===== config.mk =====
export PLATFORM = sky130hd
export DESIGN_NAME = vscale_fwb_queue
export DESIGN_NICKNAME = d
export VERILOG_FILES = /design/src/rtl/vscale_fwb_queue_pkg.sv /design/src/rtl/vscale_fwb_fifo.sv /design/src/rtl/vscale_fwb_queue.sv
export SDC_FILE = /design/constraint.sdc
export NUM_CORES = 1
export LEC_CHECK = 0
export BUFFER_PORTS_ARGS = -buffer_cell sky130_fd_sc_hd__buf_2
export CORE_MARGIN = 4
export CORE_UTILIZATION = 49
export CTS_CLUSTER_DIAMETER = 40
export DETAILED_ROUTE_END_ITERATION = 10
export GPL_TIMING_DRIVEN = 0
export MAX_ROUTING_LAYER = met4
export PLACE_DENSITY = 0.77
export SETUP_SLACK_MARGIN = 0.5
export SYNTH_ARGS = -nofsm -noshare
export SYNTH_HDL_FRONTEND = slang
export SYNTH_SLANG_ARGS = --single-unit

===== constraint.sdc =====
create_clock -name clk -period 2.8 [get_ports clk]
set_input_delay 0.14 -clock clk [delete_from_list [all_inputs] [get_ports clk]]
set_output_delay 0.14 -clock clk [all_outputs]
set_load 0.05 [all_outputs]

===== src/rtl/vscale_fwb_queue_pkg.sv =====
// Shared FP writeback package: datapath widths, FIFO depth and the
// buffered-result entry type used by the writeback queue and its FIFO.
// XPR_LEN and REG_ADDR_WIDTH carry the same values as rv32_opcodes.vh.
package vscale_fwb_queue_pkg;

  localparam int unsigned XPR_LEN        = 32;
  localparam int unsigned REG_ADDR_WIDTH = 5;
  localparam int unsigned NUM_FP_REGS    = 1 << REG_ADDR_WIDTH;
  localparam int unsigned FWB_DEPTH      = 2;
  localparam int unsigned FWB_CNT_W      = $clog2(FWB_DEPTH + 1);
  localparam int unsigned FWB_PTR_W      = 1;
  localparam int unsigned NUM_CHK_OPS    = 3;

  // One buffered FPU result awaiting a regfile write slot.
  typedef struct packed {
    logic [REG_ADDR_WIDTH-1:0] wa;
    logic [XPR_LEN-1:0]        wd;
  } fwb_entry_t;

endpackage


===== src/rtl/vscale_fwb_fifo.sv =====
// Two-entry in-order FIFO for FPU results.
// Ports: clk, reset (async, active high); push_valid/push_data (push is
// dropped when full, caller checks count); pop_ready, pop_valid_c,
// pop_data_c (head, combinational from storage); count (occupancy).
// A push is never visible at the head in the same cycle (no fall-through).
module vscale_fwb_fifo
  import vscale_fwb_queue_pkg::*;
(
  input  logic                 clk,
  input  logic                 reset,
  input  logic                 push_valid,
  input  fwb_entry_t           push_data,
  input  logic                 pop_ready,
  output logic                 pop_valid_c,
  output fwb_entry_t           pop_data_c,
  output logic [FWB_CNT_W-1:0] count
);

  fwb_entry_t           mem [FWB_DEPTH];
  logic [FWB_PTR_W-1:0] rd_ptr;
  logic [FWB_PTR_W-1:0] wr_ptr;
  logic [FWB_CNT_W-1:0] count_next;
  logic                 push;
  logic                 pop;

  assign pop_valid_c = (count != '0);
  assign pop_data_c  = mem[rd_ptr];
  assign push        = push_valid && (count < FWB_CNT_W'(FWB_DEPTH));
  assign pop         = pop_ready && pop_valid_c;

  // Occupancy update; push+pop together leaves count unchanged.
  always_comb begin
    count_next = count;
    if (push && !pop) begin
      count_next = count + FWB_CNT_W'(1);
    end else if (pop && !push) begin
      count_next = count - FWB_CNT_W'(1);
    end
  end

  // Pointers, occupancy and storage.
  always_ff @(posedge clk or posedge reset) begin
    if (reset) begin
      rd_ptr <= '0;
      wr_ptr <= '0;
      count  <= '0;
      for (int i = 0; i < int'(FWB_DEPTH); i++) begin
        mem[i] <= '0;
      end
    end else begin
      count <= count_next;
      if (push) begin
        mem[wr_ptr] <= push_data;
        wr_ptr      <= wr_ptr + FWB_PTR_W'(1);
      end
      if (pop) begin
        rd_ptr <= rd_ptr + FWB_PTR_W'(1);
      end
    end
  end

endmodule


===== src/rtl/vscale_fwb_queue.sv =====
// FP writeback queue: arbitrates FLW returns and buffered FPU results onto
// the single FP regfile write port and tracks busy FP registers for decode.
// Ports: clk, reset; iss_* (issued FP op destination); ld_* (FLW return,
// highest priority); fpu_* (FPU result, valid/ready); wen/wa/wd (regfile
// write, combinational); chk_* and hazard (decode scoreboard check).
// Optional: VSCALE_FWB_BYPASS_EN adds byp_hit and masks operands being
// written this cycle from hazard.
module vscale_fwb_queue
  import vscale_fwb_queue_pkg::*;
(
  input  logic                      clk,
  input  logic                      reset,
  input  logic                      iss_valid,
  input  logic [REG_ADDR_WIDTH-1:0] iss_wa,
  input  logic                      ld_valid,
  input  logic [REG_ADDR_WIDTH-1:0] ld_wa,
  input  logic [XPR_LEN-1:0]        ld_wd,
  input  logic                      fpu_valid,
  output logic                      fpu_ready,
  input  logic [REG_ADDR_WIDTH-1:0] fpu_wa,
  input  logic [XPR_LEN-1:0]        fpu_wd,
  output logic                      wen,
  output logic [REG_ADDR_WIDTH-1:0] wa,
  output logic [XPR_LEN-1:0]        wd,
  input  logic [3:0]                chk_en,
  input  logic [REG_ADDR_WIDTH-1:0] chk_ra1,
  input  logic [REG_ADDR_WIDTH-1:0] chk_ra2,
  input  logic [REG_ADDR_WIDTH-1:0] chk_ra3,
  input  logic [REG_ADDR_WIDTH-1:0] chk_wa,
  output logic                      hazard
`ifdef VSCALE_FWB_BYPASS_EN
  ,
  output logic [NUM_CHK_OPS-1:0]    byp_hit
`endif
);

  logic                      fifo_valid;
  fwb_entry_t                fifo_head;
  fwb_entry_t                fifo_in;
  logic [FWB_CNT_W-1:0]      fifo_count;
  logic [NUM_FP_REGS-1:0]    busy;
  logic [NUM_FP_REGS-1:0]    busy_next;
  logic [REG_ADDR_WIDTH-1:0] op_addr [NUM_CHK_OPS];
  logic [NUM_CHK_OPS-1:0]    op_masked;

  assign fpu_ready = (fifo_count < FWB_CNT_W'(FWB_DEPTH));
  assign fifo_in   = '{wa: fpu_wa, wd: fpu_wd};

  // A load owns the write port, so the FIFO head simply waits.
  vscale_fwb_fifo u_fifo (
    .clk         (clk),
    .reset       (reset),
    .push_valid  (fpu_valid && fpu_ready),
    .push_data   (fifo_in),
    .pop_ready   (!ld_valid),
    .pop_valid_c (fifo_valid),
    .pop_data_c  (fifo_head),
    .count       (fifo_count)
  );

  // Write-port arbitration: load first, then FIFO head.
  always_comb begin
    wen = 1'b0;
    wa  = '0;
    wd  = '0;
    if (ld_valid) begin
      wen = 1'b1;
      wa  = ld_wa;
      wd  = ld_wd;
    end else if (fifo_valid) begin
      wen = 1'b1;
      wa  = fifo_head.wa;
      wd  = fifo_head.wd;
    end
  end

  // Busy scoreboard; a same-cycle issue to the written register wins.
  always_comb begin
    busy_next = busy;
    if (wen) begin
      busy_next[wa] = 1'b0;
    end
    if (iss_valid) begin
      busy_next[iss_wa] = 1'b1;
    end
  end

  always_ff @(posedge clk or posedge reset) begin
    if (reset) begin
      busy <= '0;
    end else begin
      busy <= busy_next;
    end
  end

  assign op_addr[0] = chk_ra1;
  assign op_addr[1] = chk_ra2;
  assign op_addr[2] = chk_ra3;

`ifdef VSCALE_FWB_BYPASS_EN
  // Operands being written this cycle can take wd directly.
  always_comb begin
    byp_hit = '0;
    for (int i = 0; i < int'(NUM_CHK_OPS); i++) begin
      byp_hit[i] = chk_en[i] && wen && (op_addr[i] == wa);
    end
  end
  assign op_masked = byp_hit;
`else
  assign op_masked = '0;
`endif

  // Source operands plus destination (keeps FP writeback in order).
  always_comb begin
    hazard = 1'b0;
    for (int i = 0; i < int'(NUM_CHK_OPS); i++) begin
      if (chk_en[i] && busy[op_addr[i]] && !op_masked[i]) begin
        hazard = 1'b1;
      end
    end
    if (chk_en[3] && busy[chk_wa]) begin
      hazard = 1'b1;
    end
  end

endmodule


Word-level counts from Yosys, hierarchy flattened. Cells that the tools add are included.

Output and inout bits: 40. Register bits after elaboration: 110. Word-level logic and storage cells: 78.

$lt $le $gt $ge: 12. Add/sub/neg operators: 4. Bitwise logic cells: 5. Reductions and logical operators: 17. Multiplexer cells: 32.

Operator list (number): $mux W37 (4); $mux W32 (4); $bwmux W74 (1); $demux W37 S1 (1); $lt A5 B6 Y1 const B (6); $and A32 B32 Y32 (1); $not A32 Y32 (1); $or A32 B32 Y32 (1); $bmux W1 S5 (4); $logic_and A1 B1 Y1 (12); $mux W1 (12); $demux W1 S5 (2); $ge A5 B1 Y1 const B (2); $mux W5 (2); $ge A2 B2 Y1 const B (2); $mux W2 (2); $not A1 Y2 (2); $reduce_bool A2 Y1 (2); $logic_not A1 Y1 (3); $add A1 B1 Y1 const B (2); $add A2 B1 Y2 const B (1); $lt A2 B1 Y1 const B (1); $lt A2 B2 Y1 const B (1); $sub A2 B1 Y2 const B (1).

Longest topological paths before layout. Gate-level depths: netlist (run 1).

Depth in word-level cells: 15. Gate-level depth with buffers: 7. Depth with buffers taken out: 6.

By module. Synthesis (run 1) repeated with hierarchy kept, for this count alone.

Cells, all modules: 476. Area, all modules: 6341.1 µm².

By module, submodules not included: vscale_fwb_fifo (cells an instance 213, sequential area each 1951.9 µm², instances 1, area an instance 3560.9 µm²); vscale_fwb_queue (cells an instance 263, sequential area each 800.8 µm², instances 1, area an instance 2780.2 µm²).

Worst setup path after synthesis (run 1). OpenSTA, ideal clock, no wires.

Path kind: reg-to-reg. Start: reg u_fifo.rd_ptr. End: reg busy[11]. Data required time: 2.669 ns. Cell stages (with the launch flop): 7. Library setup time: 0.131 ns. Clock period less this slack: 2.232 ns. Slack: 0.568 ns. Path buffers: 1. Arrival: 2.100 ns. Path through: dfrtp_1 -> buf_2 -> mux2i_1 -> o21ai_1 -> nand2_1 -> o21ai_1 -> o21ai_0.

Longest elaborated chain between the ends: 15. Elaborated cells on any way between the ends: 16. Classes of those cells: order compare: 2; mux: 9; bitwise: 4; reduce/logical: 1.

RTL lines: from (decl) (RTL line vscale_fwb_fifo.sv:20) `logic [FWB_PTR_W-1:0] rd_ptr;`; from (signal assigned) (RTL line vscale_fwb_fifo.sv:57) `rd_ptr <= rd_ptr + FWB_PTR_W'(1);`; $not A1 Y2 (not written as such) (*) (RTL line vscale_fwb_fifo.sv:27) `assign pop_data_c = mem[rd_ptr];`; $mux W37 (not written as such) (*) (3 in a row) (RTL line vscale_fwb_fifo.sv:27); $mux W5 (*) (RTL line vscale_fwb_queue.sv:70) `end else if (fifo_valid) begin`; $mux W5 (*) (RTL line vscale_fwb_queue.sv:66) `if (ld_valid) begin`; via wa[1] (RTL line vscale_fwb_queue.sv:23) `output logic [REG_ADDR_WIDTH-1:0] wa,`; $lt A5 B6 Y1 (not written as such) or $ge A5 B1 Y1 (tied branches) (RTL line vscale_fwb_queue.sv:81) `busy_next[wa] = 1'b0;`; $logic_and A1 B1 Y1 (not written as such) (RTL line vscale_fwb_queue.sv:81); $mux W1 (not written as such) (RTL line vscale_fwb_queue.sv:81); $demux W1 S5 (*) (RTL line vscale_fwb_queue.sv:81); $not A32 Y32 (no line) (*); $and A32 B32 Y32 (no line) (*); $mux W32 (*) (RTL line vscale_fwb_queue.sv:80) `if (wen) begin`; $or A32 B32 Y32 (no line); $mux W32 (*) (RTL line vscale_fwb_queue.sv:83) `if (iss_valid) begin`; via busy_next[11] (RTL line vscale_fwb_queue.sv:42) `logic [NUM_FP_REGS-1:0] busy_next;`; to (signal assigned) (RTL line vscale_fwb_queue.sv:92) `busy <= busy_next;`; to (decl) (RTL line vscale_fwb_queue.sv:41) `logic [NUM_FP_REGS-1:0] busy;`.

The timed path passes the listed nets; every way through them passes the cells marked *. The select of a mux whose other input is x is not followed. A chain may end at the register's enable or synchronous reset.

Worst setup path in the final report (run 1).
Start: reg busy[28]. End: out hazard.

Longest elaborated chain between the ends: 7. Elaborated cells on any way between the ends: 16. Classes of those cells: mux: 12; reduce/logical: 4.

RTL lines: $bmux W1 S5 (RTL line vscale_fwb_queue.sv:117) `if (chk_en[i] && busy[op_addr[i]] && !op_masked[i]) begin`; $mux W1 (not written as such) (RTL line vscale_fwb_queue.sv:117); $logic_and A1 B1 Y1 (RTL line vscale_fwb_queue.sv:117); $mux W1 (3 in a row) (RTL line vscale_fwb_queue.sv:117); $mux W1 (*) (RTL line vscale_fwb_queue.sv:121) `if (chk_en[3] && busy[chk_wa]) begin`; to (decl) (RTL line vscale_fwb_queue.sv:30) `output logic hazard`.

Every way passes the cells marked *; elsewhere a longest branch is shown, timed or not. The select of a mux whose other input is x is not followed.

==> run summary, run 1 <==
Least-Margin Pin Slew = 559 ps
Initial antenna violation count = 0
# DRC = 0
I/O pins = 148
CTS Buf Count = 9
Clock sink total = 110
Post-DP HPWL = 11,800 µm
Peak Freq = 0.435 GHz
Cell count after synthesis = 510
Critical-path top delay cell = mux4_2
Hold WC Path Type = in2reg
Total Wirelength = 15,200 µm
Remaining antenna violation count = 0
H-Tree Depth = 3
First-pass GRT wire length = 24,400 µm
Post-place setup slack = 704 ps
Fin Hold WS = 15.8 ps
CTS root buf = clkbuf_16
IO buf count = 136
RSZ-0062 raised after global routing = yes
Vias in the first global route = 4,842
Final Hold Vio Count = 0
Pin count of the biggest net entering global routing = 36
Minimum clock period = 2300 ps
Flops & latches, synth = 110
Seq/Total Area, Yosys = 45.3%
Setup_tns = 0 ps
Core area = 12,100 µm²
Outcome = finished, final reports clean
EDFF count, synth = 0
Worst clock skew = 7.90 ps
Top-area cell type share of the netlist area = 45.3%
Syn_nets = 619
Ant. Diodes = 0
Critical path buffers and inverters = 1
Rows = 40
Max-Cap Viols = 0
Headroom to the max-slew limit = 62.6%
Clock-pin slew on the worst setup and hold paths = 70 ps
Crit-path cells = mux4_2, mux2i_1, o221ai_1, a221oi_2, nand4_1, buf_6
Worst Setup Slack, final = 499 ps
Synth Area per Inst = 11.9 µm²
Clock buffer depth = 2
Max FO, Critical Path = 5
Final Cycle Share = 82.2%
PwrDens = 1060 nW/µm²
Share of layout cells above drive strength 1 = 33.4%
CP top delay family = multiplexers
Area leader, netlist = dfrtp_1
Nets = 775
Drt first pass iters = 6
Die Ht = 119 µm
Critical Path Max Stage Delay = 470 ps
CTS tree = built
Vias = 4,815
Crit. End Element = output pin
Ys Warns = 0
Total grt overflow = 0
Endpoints failing setup = 0
Asr flop ratio synth = 100%
Largest cells by area after synthesis = dfrtp_1 45%, mux2_1 14%, mux4_2 11%
Critical Path Source Type = register
Syn Std Cell Area = 6080 µm²
Worst EP required = 2660 ps
Placer Congestion = 0.924
Clock Latency Late Sink = 350 ps
Most common cell after layout, fill and taps aside = buf_2
Critical path type = reg2out
DR vias/cell = 5.74
Die area = 14,300 µm²
Iter 0 DRT Violations = 222
VDD IR max = 0.000632 V
Top_reg_cell synth = dfrtp_1
LEAKAGE = 3.35 nW
Post-synth cell types = 40
Max-slew violation count = 0
Arr. time, crit path = 2160 ps
Die X = 119 µm
Most frequent cells in the layout = 154 x buf_2, 110 x dfrtp_1, 75 x mux2_1
Per-cell routed wire length = 18.2 µm
Area Growth Syn to Fin = 21.2%
GRT Util Overall = 22.2%
Reg-to-reg slack, setup = 790 ps
Starting Density = 50.4%
-- worst register-to-register path: cells and delay by family, from the launching register on --
family | cells | cell delay, ps
buf+inv | 2 | 480
flops | 1 | 370
mux | 1 | 270
simple gates | 1 | 390
compound gates | 3 | 380
-- repair_timing --
item	in CTS	in global routing
setup buffers	5	0
endpoints found under the setup margin	9	13
resized for setup	3	7
endpoints found under the hold margin	22	0
hold buffers	1	0
-- path summary, 6_finish.rpt --
| check | from | endpoint | depth (start not counted) |
|---|---|---|---|
| setup / recovery | busy[28] | hazard | 6 |
| setup reg to reg | u_fifo.rd_ptr | busy[0] | 7 |
| min in group asynchronous | reset | u_fifo.mem[29] | 3 |
| hold / removal | fpu_wd[7] | u_fifo.mem[7] | 2 |
| max in group asynchronous | reset | busy[0] | 5 |
| hold reg to reg | u_fifo.mem[64] | u_fifo.mem[64] | 1 |
-- synthesized netlist by cell type (2+ instances only) --
cell type,count
nand3b_1,8
clkbuf_1,7
mux2i_1,53
dfrtp_1,110
nor2_1,5
o21ai_0,46
xor2_1,2
mux2_1,75
or3b_2,3
buf_2,19
inv_1,8
nor2b_1,3
o21a_1,3
nand3_1,12
or3_1,2
o21ai_1,52
mux4_2,31
xnor2_1,3
nand2_1,42
buf_1,4
inv_2,3
-- sequential cells by signal (all words and copies together) (netlist names) --
signal,count
u_fifo.rd_ptr,1
u_fifo.mem,74
u_fifo.count,2
u_fifo.wr_ptr,1
busy,32
-- per-stage QoR --
| stage | cell area (µm²) | std cells | total power [mW] | util (%) |
|---|---|---|---|---|
| 5_1_grt | 7370 | 839 | 8.28 | 61.1 |
| 6_report | 7370 | 839 | 7.79 | 61.1 |
| 4_1_cts | 7360 | 839 | 7.80 | 61.0 |
| 3_3_place_gp | 6970 | 814 | 6.39 | 57.8 |
| 3_5_place_dp | 7030 | 817 | 6.57 | 58.3 |
| 2_1_floorplan | 6080 | 510 | 5.61 | - |
-- routing by layer --
layer  track usage [%]  share of wire (%)  up-vias  routed length (µm)
li1                  -                  -     2202                   -
met1              26.6                 40     2398                6140
met2              36.8                 50      193                7600
met3              5.60                8.1       22                1240
met4              7.23                1.7        0                 257
met5                 -                  0        -                   0
-- report_power, final --
group	switching, mW	internal, mW	leakage [nW]
logic	2.08	1.57	1.91
clock network	0.552	0.604	0.122
registers	0.591	2.39	1.32
-- layout make-up --
type / instances / area [µm²]
clock buffer: 11 / 233
inverter: 11 / 45.0
sequential: 110 / 2750
timing repair buffer: 145 / 795
clock inverter: 5 / 36.3
tap: 168 / 210
multi-input combinational: 357 / 3140
buffer: 32 / 161
fill: 991 / 4690
-- logic make-up (layout without fill, tap and decap cells) --
logic type | count (synthesis) | count (layout) | synth area share (%)
xor gates and xnor gates | 5 | 5 | 0.721
AOI/OAI and AO/OA | 112 | 112 | 9.98
buffers and inverters | 43 | 204 | 3.23
DFF | 110 | 110 | 45.3
muxes | 160 | 160 | 34.3
adders and majority gates | 1 | 1 | 0.206
and+or+nand+nor | 79 | 79 | 6.28
No activity file was read; power rests on OpenSTA's default activity.
==> inputs of run 2 (changes only) <==
==> constraint.sdc (replaced) <==
create_clock -name clk -period 1.9 [get_ports clk]
set_input_delay 0.095 -clock clk [delete_from_list [all_inputs] [get_ports clk]]
set_output_delay 0.095 -clock clk [all_outputs]
set_load 0.05 [all_outputs]
==> run 2 against run 1 <==
Compared with the run above:
- the run now ends with negative setup slack left
- critical path type unchanged
- via count increased by 29%
- combinational power rose to 3.4 times the previous value
- global-route usage is 14 points higher
- clock skew rose by 10 ps
- power is 150% higher
==> run summary, run 2 (synthesis results as in run 1) <==
Outcome = finished with violations
Failing checks = negative setup slack
Least-Margin Pin Slew = 872 ps
DR top layer = met4
Most frequent cells in the layout = 105 x dfrtp_1, 103 x buf_2, 74 x mux2_4
Max-slew violation count = 0
H-Tree Depth = 3
RSZ-0062 raised after global routing = yes
Largest registers = u_fifo.mem: 74 flops, busy: 32 flops, u_fifo.count: 2 flops
Final Hold Vio Count = 0
Post-DP HPWL = 12,100 µm
Max FFs per register = 74
Final Instance Count excl. Fillers = 953
Max-Cap Viols = 0
Placer Congestion = 0.894
First-pass GRT wire length = 37,500 µm
IO buf count = 136
Internal Power = 11.2 mW
Peak Freq = 0.414 GHz
Hold Path Cell Cnt = 3
Wl on met1 = 9630 µm
Critical Path Source Type = register
Worst Hold End = busy[23]
Total Wirelength = 28,400 µm
Die X = 119 µm
Reg-to-reg slack, setup = -110 ps
Critical path type = reg2out
PwrDens = 1790 nW/µm²
Comb pwr share = 63.1%
Share of power burned in registers = 26.9%
Clock power share = 10.1%
Sw power = 8.25 mW
Post-place setup slack = -88.7 ps
Most common cell after layout, fill and taps aside = dfrtp_1
CTS root buf = clkbuf_16
Hold wc startpoint = iss_wa[2]
I/O pins = 148
Endpoints failing setup = 29
Die Ht = 119 µm
DR vias/cell = 6.53
CTS tree = built
Worst EP required = 1800 ps
VDD IR max = 0.00146 V
Clock sink total = 110
Remaining antenna violation count = 0
Worst Setup Slack, final = -518 ps
LEAKAGE = 4.69 nW
CTS Buf Count = 9
Headroom to the max-slew limit = 41.8%
Rows = 40
Per-cell routed wire length = 29.8 µm
Arr. time, crit path = 2320 ps
Clock-pin slew on the worst setup and hold paths = 80 ps
Starting Density = 50.4%
Drt first pass iters = 5
Area Growth Syn to Fin = 78.6%
Net Sw Frac = 42.5%
# DRC = 0
Hold WC Path Type = in2reg
R2R depth = 8
Iter 0 DRT Violations = 629
Clock buffer depth = 2
Met2 routed WL = 14,500 µm
Crit. End Element = output pin
Post-layout total power = 19.4 mW
GRT Util Overall = 35.7%
Final Cycle Share = 127%
Vias in the first global route = 6,354
Nets = 888
Clock Latency Late Sink = 380 ps
Vias = 6,225
Placed cell count = 816
Share of layout cells above drive strength 1 = 64.9%
Max FO, Critical Path = 4
Pin count of the biggest net entering global routing = 45
Initial antenna violation count = 1
Worst clock skew = 18.0 ps
Reg-to-reg endpoint = busy[5]
Met3 Wirelength = 2310 µm
Core area = 12,100 µm²
Die area = 14,300 µm²
Reg-to-reg critical path startpoint = u_fifo.rd_ptr
Largest Register = u_fifo.mem
Total grt overflow = 0
Fin Hold WS = 176 ps
Minimum clock period = 2420 ps
-- run 2: cell types whose count changed in the layout (fill, tap and decap cells not counted), moves of 17 or more --
cell / before / now
mux2_4: 0 / 74
mux2_1: 75 / 1
buf_6: 2 / 66
buf_2: 154 / 103
o21ai_2: 0 / 34
o21ai_0: 46 / 0
buf_12: 3 / 23
o21ai_4: 0 / 31
dlygate4sd3_1: 1 / 38
o21ai_1: 52 / 33
mux2i_4: 0 / 36
mux2i_1: 51 / 15
buf_4: 6 / 23
-- run 2: layout make-up --
class,instances,area [µm²]
multi-input cells,357,4580
flip-flops and latches,110,2760
repair buffers,258,2540
fillers,432,1210
plain buffers,32,408
clock buffers,9,225
well taps,168,210
inverters,11,70.1
clock inverters,7,56.3
diodes,1,2.50
-- run 2: timing repair --
| action | CTS | global route |
|---|---|---|
| endpoints found under the hold margin | 108 | 0 |
| endpoints found under the setup margin | 140 | 149 |
| hold buffers | 38 | 0 |
| setup buffers | 50 | 17 |
| gates resized for setup | 317 | 58 |
| pin swaps | 34 | 17 |
| gates cloned | 13 | 2 |
-- run 2: worst max-delay path by stage --
stage,start,end,cells after the start
3_5_place_dp,busy[31],hazard,6
2_1_floorplan,busy[19],hazard,5
4_1_cts,busy[20],hazard,6
5_1_grt,busy[30],hazard,8
6_report,busy[30],hazard,6
3_3_place_gp,reset,u_fifo.count[1],2
-- run 2: worst max-delay path, stage by stage (launching register included) --
cell	delay, ps
dfrtp_1	450
mux4_2	540
mux2i_1	200
o221ai_1	150
a221oi_2	290
nand4_1	150
buf_6	180
-- run 2: layer usage --
| layer | global-route usage, % | up-vias |
|---|---|---|
| met2 | 61.2 | 497 |
| li1 | - | 2454 |
| met5 | - | - |
| met3 | 6.98 | 166 |
| met1 | 41.6 | 3108 |
| met4 | 13.9 | 0 |
-- run 2: power groups by stage --
| stage | Clock (mW) | Sequential [mW] | Combinational (mW) |
|---|---|---|---|
| floorplan | 0 | 4.16 | 5.45 |
| global placement | 0 | 4.38 | 6.40 |
| detailed placement | 0 | 4.50 | 6.56 |
| CTS | 1.85 | 4.85 | 10.8 |
| global route | 2.02 | 5.27 | 12.6 |
| finish | 1.95 | 5.22 | 12.3 |
-- run 2: through the flow --
step	TNS, ps	utilization, %	cell area, µm²
finish	-1510	90.0	10900
global route	-1680	90.0	10900
CTS	-415	86.4	10400
detailed placement	-88.7	63.7	7690
global placement	-15940	63.4	7650
floorplan	-51.7	-	6760
==> inputs of run 3 (changes only) <==
--- a/config.mk
+++ b/config.mk
@@ -7,12 +7,13 @@
 export LEC_CHECK = 0
 export BUFFER_PORTS_ARGS = -buffer_cell sky130_fd_sc_hd__buf_2
 export CORE_MARGIN = 4
-export CORE_UTILIZATION = 49
+export CORE_UTILIZATION = 50
+export CTS_BUF_LIST = sky130_fd_sc_hd__clkbuf_4
 export CTS_CLUSTER_DIAMETER = 40
 export DETAILED_ROUTE_END_ITERATION = 10
 export GPL_TIMING_DRIVEN = 0
 export MAX_ROUTING_LAYER = met4
-export PLACE_DENSITY = 0.77
+export PLACE_DENSITY = 0.78
 export SETUP_SLACK_MARGIN = 0.5
 export SYNTH_ARGS = -nofsm -noshare
 export SYNTH_HDL_FRONTEND = slang
==> run 3 against run 2 <==
Compared with the run above:
- the run still ends with negative setup slack left
- power down 11%
- setup slack got worse by 130 ps
- first-iteration DRC count shrank 16%
- hold slack got worse by 130 ps
- clock-buffer cell count is the same
- critical path depth stayed put
- design area is 6.5% lower
- routed wire length is 10% lower
==> run summary, run 3 (synthesis results as in run 1) <==
Post-DP HPWL = 12,300 µm
Placed Area = 7660 µm²
Clock power share = 7.0%
Core area = 12,000 µm²
Area Growth Syn to Fin = 67.0%
LEAKAGE = 4.34 nW
Per-cell routed wire length = 28.1 µm
DR vias/cell = 6.52
H-Tree Depth = 3
Clock Latency Late Sink = 500 ps
Share of power burned in registers = 29.6%
Pin count of the biggest net entering global routing = 42
Placer Congestion = 0.866
Rows = 40
Most common cell after layout, fill and taps aside = dfrtp_1
Max-slew violation count = 0
# DRC = 0
Clock buffer depth = 2
CTS tree = built
PwrDens = 1700 nW/µm²
Max FO, Critical Path = 5
Final Hold Vio Count = 0
Share of layout cells above drive strength 1 = 60.3%
Clock sink total = 110
Nets = 863
RSZ-0062 raised after global routing = yes
Failing checks = negative setup slack
Critical path type = reg2out
Outcome = finished with violations
Total Wirelength = 25,500 µm
Critical Path Source Type = register
Minimum clock period = 2550 ps
VDD IR max = 0.00118 V
Crit. End Element = output pin
Largest Register = u_fifo.mem
Endpoints failing setup = 56
Starting Density = 50.8%
Hold WC Path Type = in2reg
Vias in the first global route = 6,333
Internal Power = 9.65 mW
Max-Cap Viols = 0
Vias = 5,915
Iter 0 DRT Violations = 526
Final instance area = 10,100 µm²
Peak Freq = 0.392 GHz
Max FFs per register = 74
Final Cycle Share = 134%
CTS Buf Count = 9
CP Launch Point = busy[31]
Largest registers = u_fifo.mem: 74 flops, busy: 32 flops, u_fifo.count: 2 flops
Worst EP required = 1800 ps
Total grt overflow = 0
Number of fill cells = 528
Reg-to-reg critical path startpoint = u_fifo.rd_ptr
Hold wc startpoint = iss_wa[4]
Headroom to the max-slew limit = 40.8%
Arr. time, crit path = 2450 ps
Die X = 118 µm
Comb pwr share = 63.4%
Initial antenna violation count = 1
Clock-pin slew on the worst setup and hold paths = 190 ps
Net Sw Frac = 44.0%
Post-layout total power = 17.2 mW
Most frequent cells in the layout = 106 x dfrtp_1, 102 x buf_2, 59 x mux2_4
Worst clock skew = 38.4 ps
Die Ht = 118 µm
Remaining antenna violation count = 0
First-pass GRT wire length = 35,800 µm
IO buf count = 136
GRT Util Overall = 33.9%
Die area = 14,000 µm²
I/O pins = 148
Drt first pass iters = 5
Sw power = 7.60 mW
Least-Margin Pin Slew = 882 ps
Worst Setup Slack, final = -650 ps
CTS root buf = clkbuf_4
[run 3: final cells by class]
type | count | area [µm²] | area share, %
multi-input combinational | 357 | 4370 | 43.1
inverter | 11 | 70.1 | 0.690
timing repair buffer | 232 | 2220 | 21.9
clock buffer | 9 | 67.6 | 0.666
tap | 147 | 184 | 1.81
buffer | 32 | 408 | 4.02
timing repair inverter | 1 | 5.00 | 0.0493
clock inverter | 7 | 60.1 | 0.592
sequential | 110 | 2760 | 27.2
antenna | 1 | 2.50 | 0.0247
[run 3: worst max-delay path, cell delays in order (launching register included)]
cell      delay (ps)
dfrtp_1          500
mux4_2           490
mux2i_1          220
o221ai_1         160
a221oi_2         280
nand4_1          140
buf_6            170
[run 3: layer usage]
metal	routed length [µm]	GRT usage, %	vias up	share of wire [%]
li1	-	-	2400	-
met1	8890	39.7	2943	35
met2	12900	56.9	436	51
met3	2000	5.22	136	7.8
met4	1690	17.4	0	6.6
met5	0	-	-	0
[run 3: path summary, 6_finish.rpt]
kind	end	slack, ps	cells after the start
max in group asynchronous	u_fifo.mem[27]	850	5
worst min-delay path	busy[29]	50	3
worst max-delay path	hazard	-650	6
worst min register to register	u_fifo.mem[42]	570	1
worst max register to register	busy[0]	-120	8
min in group asynchronous	busy[0]	180	3
[run 3: what timing repair did]
action | CTS | global route
pin swaps | 37 | 20
cloned | 8 | 1
gates resized for setup | 285 | 44
setup endpoints to repair | 141 | 169
hold endpoints to repair | 121 | 0
buffers inserted | 43 | 2
hold buffers | 41 | 0
[run 3: per-stage QoR]
| step | hold WS, ps | worst slack (ps) | TNS (ps) | std cells | util [%] |
|---|---|---|---|---|---|
| floorplan | 227 | -51.7 | -51.7 | 510 | - |
| global placement | 320 | -292 | -14740 | 793 | 63.7 |
| detailed placement | 310 | -50.7 | -58.8 | 795 | 64.0 |
| CTS | 3.90 | -573 | -2230 | 903 | 83.2 |
| global route | 76.8 | -749 | -7740 | 907 | 84.8 |
| finish | 46.1 | -650 | -5160 | 907 | 84.8 |
[run 3: power groups by stage]
stage,logic [mW],registers (mW),clock network (mW)
after floorplan,5.45,4.16,0
after global placement,6.38,4.39,0
after detailed placement,6.55,4.51,0
after CTS,10.0,4.77,1.12
after global routing,11.3,5.15,1.28
final,10.9,5.11,1.21
